File: src/rtl/_univ_shift_reg_rs.sv
// Universal WIDTH-bit shift register with synchronous active-low reset and set.
// A command can load, clear, or shift/rotate the register by amt bits, one bit per clock.
module _univ_shift_reg_rs #(
  parameter int WIDTH = 8,
  parameter int AMT_W = 3
) (
  input  logic             clk,
  input  logic             reset_n,
  input  logic             set_n,
  input  logic             start,
  input  logic [2:0]       mode,
  input  logic [AMT_W-1:0] amt,
  input  logic [WIDTH-1:0] d,
  input  logic             si,
  output logic [WIDTH-1:0] q,
  output logic             so,
  output logic             busy,
  output logic             done
);

  localparam logic [2:0] M_LOAD = 3'b000;
  localparam logic [2:0] M_SHL  = 3'b001;
  localparam logic [2:0] M_SHR  = 3'b010;
  localparam logic [2:0] M_ROL  = 3'b011;
  localparam logic [2:0] M_ROR  = 3'b100;
  localparam logic [2:0] M_ASR  = 3'b101;
  localparam logic [2:0] M_CLR  = 3'b110;
  localparam logic [2:0] M_RSV  = 3'b111;

  localparam logic [AMT_W-1:0] CNT_ONE = AMT_W'(1);

  typedef enum logic {
    ST_IDLE,
    ST_SHIFT
  } state_t;

  state_t           r_state;
  state_t           w_state_nxt;
  logic [WIDTH-1:0] r_q;
  logic [WIDTH-1:0] w_q_nxt;
  logic             r_so;
  logic             w_so_nxt;
  logic             r_busy;
  logic             w_busy_nxt;
  logic             r_done;
  logic             w_done_nxt;
  logic [AMT_W-1:0] r_cnt;
  logic [AMT_W-1:0] w_cnt_nxt;
  logic [2:0]       r_mode;
  logic [2:0]       w_mode_nxt;

  // One-bit step of the register contents for a latched shift mode.
  function automatic logic [WIDTH-1:0] step_q(
    input logic [2:0]       m,
    input logic [WIDTH-1:0] v,
    input logic             s
  );
    case (m)
      M_SHL:   return {v[WIDTH-2:0], s};
      M_SHR:   return {s, v[WIDTH-1:1]};
      M_ROL:   return {v[WIDTH-2:0], v[WIDTH-1]};
      M_ROR:   return {v[0], v[WIDTH-1:1]};
      M_ASR:   return {v[WIDTH-1], v[WIDTH-1:1]};
      default: return v;
    endcase
  endfunction

  // Bit leaving the register on the same step: the MSB for left moves, the LSB otherwise.
  function automatic logic step_so(
    input logic [2:0]       m,
    input logic [WIDTH-1:0] v
  );
    case (m)
      M_SHL, M_ROL: return v[WIDTH-1];
      default:      return v[0];
    endcase
  endfunction

  always_comb begin
    w_state_nxt = r_state;
    w_q_nxt     = r_q;
    w_so_nxt    = r_so;
    w_busy_nxt  = r_busy;
    w_done_nxt  = 1'b0;
    w_cnt_nxt   = r_cnt;
    w_mode_nxt  = r_mode;
    case (r_state)
      ST_IDLE: begin
        if (start) begin
          w_mode_nxt = mode;
          case (mode)
            M_LOAD: begin
              w_q_nxt    = d;
              w_done_nxt = 1'b1;
            end
            M_CLR: begin
              w_q_nxt    = '0;
              w_done_nxt = 1'b1;
            end
            M_RSV: begin
            end
            default: begin
              if (amt == '0) begin
                w_done_nxt = 1'b1;
              end else begin
                w_busy_nxt  = 1'b1;
                w_cnt_nxt   = amt;
                w_state_nxt = ST_SHIFT;
              end
            end
          endcase
        end
      end
      ST_SHIFT: begin
        w_q_nxt   = step_q(r_mode, r_q, si);
        w_so_nxt  = step_so(r_mode, r_q);
        w_cnt_nxt = r_cnt - CNT_ONE;
        // The edge that consumes the last count also finishes the command.
        if (r_cnt == CNT_ONE) begin
          w_busy_nxt  = 1'b0;
          w_done_nxt  = 1'b1;
          w_state_nxt = ST_IDLE;
        end
      end
      default: begin
        w_state_nxt = ST_IDLE;
        w_busy_nxt  = 1'b0;
      end
    endcase
  end

  always_ff @(posedge clk) begin
    if (!reset_n) begin
      r_state <= ST_IDLE;
      r_q     <= '0;
      r_so    <= 1'b0;
      r_busy  <= 1'b0;
      r_done  <= 1'b0;
      r_cnt   <= '0;
      r_mode  <= M_LOAD;
    end else if (!set_n) begin
      r_state <= ST_IDLE;
      r_q     <= '1;
      r_so    <= 1'b0;
      r_busy  <= 1'b0;
      r_done  <= 1'b0;
      r_cnt   <= '0;
    end else begin
      r_state <= w_state_nxt;
      r_q     <= w_q_nxt;
      r_so    <= w_so_nxt;
      r_busy  <= w_busy_nxt;
      r_done  <= w_done_nxt;
      r_cnt   <= w_cnt_nxt;
      r_mode  <= w_mode_nxt;
    end
  end

  assign q    = r_q;
  assign so   = r_so;
  assign busy = r_busy;
  assign done = r_done;

endmodule

File: config.mk
export PLATFORM = sky130hd
export DESIGN_NAME = _univ_shift_reg_rs
export DESIGN_NICKNAME = d
export VERILOG_FILES = /design/src/rtl/_univ_shift_reg_rs.sv
export SDC_FILE = /design/constraint.sdc
export NUM_CORES = 1
export LEC_CHECK = 0
export ABC_AREA = 0
export CAP_MARGIN = 20
export CORE_MARGIN = 2
export CORE_UTILIZATION = 40
export DETAILED_ROUTE_END_ITERATION = 16
export PLACE_DENSITY = 0.73
export SYNTH_ARGS = -nofsm -noshare
export SYNTH_HDL_FRONTEND = slang
export SYNTH_SLANG_ARGS = --single-unit
export TNS_END_PERCENT = 50
File: constraint.sdc
create_clock -name clk -period 2.95 [get_ports clk]
set_input_delay 0.59 -clock clk [delete_from_list [all_inputs] [get_ports clk]]
set_output_delay 0.59 -clock clk [all_outputs]
set_load 0.01 [all_outputs]
## Word-level counts from Yosys, hierarchy flattened

Index checks and enable logic that the tools add are counted.

| storage, ports and cells | value |
|---|---|
| logic and storage cells | 63 |
| flip-flop bits (word level) | 18 |
| output and inout bits | 11 |
| input port bits | 19 |

| cells by class | value |
|---|---|
| reduce and logical (&&, ||, !) cells | 11 |
| bitwise operators | 1 |
| equality and inequality tests | 17 |
| $add $sub $neg | 1 |
| muxes and demuxes | 25 |

Operators by type and width:

| operator | count |
|---|---|
| $pmux W8 S5 | 1 |
| $pmux W8 S2 | 2 |
| $mux W8 | 2 |
| $eq A3 B3 Y1 const B | 4 |
| $mux W1 | 12 |
| $mux W3 | 3 |
| $reduce_and A3 Y1 | 3 |
| $pmux W1 S2 | 4 |
| $reduce_and A4 Y1 | 2 |
| $ne A7 B2 Y1 const B | 1 |
| $eq A3 B1 Y1 const B | 2 |
| $eq A3 B2 Y1 const B | 2 |
| $logic_not A3 Y1 | 2 |
| $ne A2 B2 Y1 const B | 3 |
| $ne A3 B3 Y1 const B | 2 |
| $ne A6 B2 Y1 const B | 1 |
| $pmux W3 S2 | 1 |
| $ne A4 B2 Y1 const B | 1 |
| $reduce_or A2 Y1 | 2 |
| $reduce_or A3 Y1 | 1 |
| $sub A3 B1 Y3 const B | 1 |
| $ne A2 B1 Y1 const B | 1 |
| $reduce_and A2 Y1 | 1 |
| $not A1 Y1 | 1 |

## Logic depth before layout (Yosys ltp)

| depth | value |
|---|---|
| word-level depth | 5 |
| depth in mapped cells | 5 |
| depth with buffers taken out | 5 |

## Worst setup path before layout

OpenSTA, ideal clock, no wires.

| timing path | value |
|---|---|
| kind | register to register |
| start point | reg r_mode[1] |
| end point | reg r_q[2], in the netlist q[2] |
| slack | 1.259 ns |
| setup time | 0.117 ns |
| clock period less this slack | 1.691 ns |
| data required time | 2.833 ns |
| path buffers | 0 |
| cell stages (with the launch flop) | 6 |
| data arrival time | 1.574 ns |
| cells stage by stage | dfxtp_1 inv_1 ha_1 nand2b_1 a221o_1 a32o_1 |

| on the way | value |
|---|---|
| word-level cells in the longest chain between the ends | 4 |
| elaborated cells between the ends (all ways) | 10 |
| those cells by class | 6 x eq/ne; 3 x mux; 1 x reduce/logical |

RTL lines:

| what | RTL line | RTL |
|---|---|---|
| from (decl) | 49 | `logic [2:0] r_mode;` |
| from (signal assigned) | 155 | `r_mode <= w_mode_nxt;` |
| $eq A3 B3 Y1, or another cell as far along | 58 | `case (m)` |
| $pmux W8 S5 | 58 |  |
| $pmux W8 S2 | 87 | `case (r_state)` |
| $mux W8 | 141 | `end else if (!set_n) begin` |
| to (signal assigned) | 150 | `r_q <= w_q_nxt;` |
| to (decl) | 39 | `logic [WIDTH-1:0] r_q;` |

Several ways; a longest one is shown, not always the timed one.
A chain may end at the register's enable or synchronous reset.

## Worst setup path after layout

| timing path | value |
|---|---|
| start point | in set_n |
| end point | reg r_q[3], in the netlist q[3] |

| on the way | value |
|---|---|
| word-level cells in the longest chain between the ends | 2 |
| elaborated cells between the ends (all ways) | 5 |
| those cells by class | 3 x eq/ne; 1 x mux; 1 x reduce/logical |

RTL lines:

| what | RTL line | RTL |
|---|---|---|
| from (decl) | 9 | `input logic set_n,` |
| $ne A7 B2 Y1 (no line), or another cell as far along | n/a |  |
| $reduce_and A3 Y1 (no line) | n/a |  |

Several ways; a longest one is shown, not always the timed one.

==> impl_metrics.ini <==
[power_and_ir_drop]
pwr-share-seq_pct = 48.1
pwr-share-clk_pct = 26.5
cellPowerDensity_nw_per_um2 = 413
intPower_uw = 420
p_sw_uw = 169
max-vdd-ir-drop_uv = 288
p_leak_uw = 0.000529
combPwrFrac_pct = 25.4
swShare_pct = 28.6

[hold_path]
min_path_type = reg -> reg

[setup_path]
cp-start-kind = input port
arrival_ns = 2.26
crit_path_cell_trace = clkdlybuf4s50_1, nor2b_1, o21a_1, o21a_1, a32o_1
required_ns = 3.19
critPathMaxFanout = 7
critical-path-max-stage-delay_ns = 0.53
crit_family = compound AO/OA/AOI/OAI gates
crit_type = in -> reg
cp-end-kind = register
critPathMostFrequentCell = o21a_1
cpMaxStageDelayCell = clkdlybuf4s50_1
worst-path-buf-inv = 1

[global_routing]
overflow = 0
antenna_found_initial = 0
use_met1_pct = 23.5
met3_usage_pct = 3.72
grt_first_pass_wirelength_microns = 4490
grt_most_used_layer = met2
grt_pass1_vias = 983
met2_usage_pct = 30.3
grt_max_degree = 13
grt_use_total_pct = 18.0

[place]
hpwl_microns = 2060
pre_cts_slack_ns = 0.615
dp_cells = 178
place_congestion = 0.777
portBuffers = 29

[run_status]
status = complete, no violations

[synth]
yosys.area_share.adder_pct = 3.53
synth_cell_types = 37
yosysWarningCount = 0
synth-compound-area-share_pct = 30.2
synth-seq-area-share_pct = 33.8
synth_top_family_by_area = compound AO/OA/AOI/OAI gates
syn-num-nets = 142
synth-seq-cells = 18
muxShareOfSynthArea_pct = 3.76
syn_area_sq_um = 1060
synth_simple_gate_area_share_pct = 23.5
postSynthAreaPerCell_sq_um = 8.87
synth_cells = 120
synth_xor_area_share_pct = 2.47

[route]
vias = 1036
wl_per_cell_microns = 14.7
drc = 0
ant_nets = 0
drt-vias-per-instance = 5.69
first_pass_iters = 4
drt_iter0_drc = 41
finalWirelength_microns = 2680

[timing]
fin_tns_setup_ns = 0
setup_ws_ns = 0.929
setup_viol = 0
finalHoldViolCount = 0
hold_slack_ns = 0.507
finalClockSkew_ns = 0.00312
slew_viol_final = 0
period_share_pct = 68.5
rsz0062_at_grt = no
maxSlewHeadroom_pct = 66.6
worst_pin_slew_ns = 0.500
layout_min_cycle_time_ns = 2.02
fmax_mhz = 495

[final_layout]
seq_area_sq_um = 360
num-fill-cells = 239
layoutNonFillerInstCount = 182
final_cell_mix = clkdlybuf4s50_1, nand2_1, dfxtp_1, a32o_1, a221o_1
multiInputGateArea_sq_um = 676
nets = 175
num_antenna_cells = 0
layout-drive-gt1-share_pct = 5.92
layout_commonest_cell = clkdlybuf4s50_1
areaGrowthSynthToFinish_pct = 34.0

[floorplan]
core_sq_um = 2500
dieArea_sq_um = 3090
die_x_microns = 55.6
io_pins = 30
fp.dieH_microns = 55.6
start_util_pct = 42.6
num_rows = 18

[cts]
postCtsSetupRepairBufs = 0
cts_resized = 0
path_clk_slew_ns = 0.11
clk_path_buf_depth = 2
insertion_delay_ns = 0.30
cts_hold_buf = 0
cts_tree = yes
cts_buffers = 3
cts_sinks = 18
cts_root_buf = clkbuf_4
htree_levels = 1

[run]
maxCapViolations = 0
==> layout make-up <==
type,count,area share (%)
clock buffers,4,2.54
inverters,5,1.32
multi-input cells,95,47.4
flip-flops and latches,18,25.3
well taps,30,2.63
repair buffers,30,20.9
==> Yosys cell counts <==
cell | instances | area share [%]
a211o_1 | 1 | 0.82
a211oi_1 | 4 | 2.8
a21o_1 | 2 | 1.4
a21oi_1 | 4 | 1.9
a21oi_4 | 1 | 1.5
a221o_1 | 6 | 5.6
a221oi_1 | 1 | 0.82
a2bb2oi_1 | 1 | 0.82
a32o_1 | 8 | 7.5
and2_1 | 1 | 0.59
and3_1 | 1 | 0.59
buf_2 | 2 | 0.94
dfxtp_1 | 18 | 34
ha_1 | 3 | 3.5
inv_1 | 5 | 1.8
mux2i_1 | 4 | 3.8
nand2_1 | 18 | 6.3
nand2b_1 | 3 | 1.8
nand3_1 | 3 | 1.4
nand3b_1 | 4 | 2.8
nand4_1 | 1 | 0.59
nor2_1 | 4 | 1.4
nor2b_1 | 5 | 2.9
nor3_1 | 2 | 0.94
nor3b_1 | 1 | 0.71
nor3b_2 | 1 | 1.2
o2111ai_1 | 1 | 0.82
o21a_1 | 3 | 2.1
o21ai_0 | 2 | 0.94
o21ai_1 | 1 | 0.47
o21ba_2 | 1 | 0.94
o221a_1 | 1 | 1.1
o22ai_1 | 1 | 0.59
or3_1 | 2 | 1.2
or3b_4 | 1 | 1.1
xnor2_1 | 2 | 1.6
xor2_1 | 1 | 0.82
==> final timing paths <==
kind                              to  slack (ns)  depth (start not counted)  startpoint
worst min-delay path            busy        0.51                          2        busy
worst max register to register  q[3]        1.04                          5   r_mode[1]
worst min register to register  busy        0.51                          2        busy
worst max-delay path            q[3]        0.93                          5       set_n
==> state kept, by name, indices dropped and copies added, names as in the netlist <==
signal,flops
so,1
r_state,1
r_mode,3
busy,1
q,8
r_cnt,3
done,1
==> through the flow <==
stage	util (%)	power [uW]	area, sq um
after floorplan	-	363	1060
after global placement	55.6	434	1390
after detailed placement	55.6	437	1390
after CTS	57.1	594	1430
after global routing	57.1	618	1430
final	57.1	589	1430
==> power by group through the flow <==
stage	sequential [uW]	combinational, uW	clock [uW]
finish	283	150	156
global route	286	164	169
CTS	282	150	161
detailed placement	288	149	0
global placement	287	147	0
floorplan	288	75.0	0
==> logic make-up (layout without fill, tap and decap cells) <==
group / after synthesis / in the layout
xor gates and xnor gates: 3 / 3
muxes: 4 / 4
adders and majority gates: 3 / 3
buffers and inverters: 7 / 39
and+or+nand+nor: 47 / 47
AOI/OAI and AO/OA: 38 / 38
DFF: 18 / 18
==> routing by layer <==
layer	vias to the layer above	routed length, microns
met5	-	0
met4	0	10
met3	2	85
met2	19	1320
met1	492	1270
li1	523	-
==> tightest hold or removal path: cells and delay by family (launching register included) <==
kind               cells  cell delay (ns)
DFF                    1             0.35
AOI/OAI and AO/OA      1             0.06
and+or+nand+nor        1             0.07
Power figures use the tool's default switching activity.
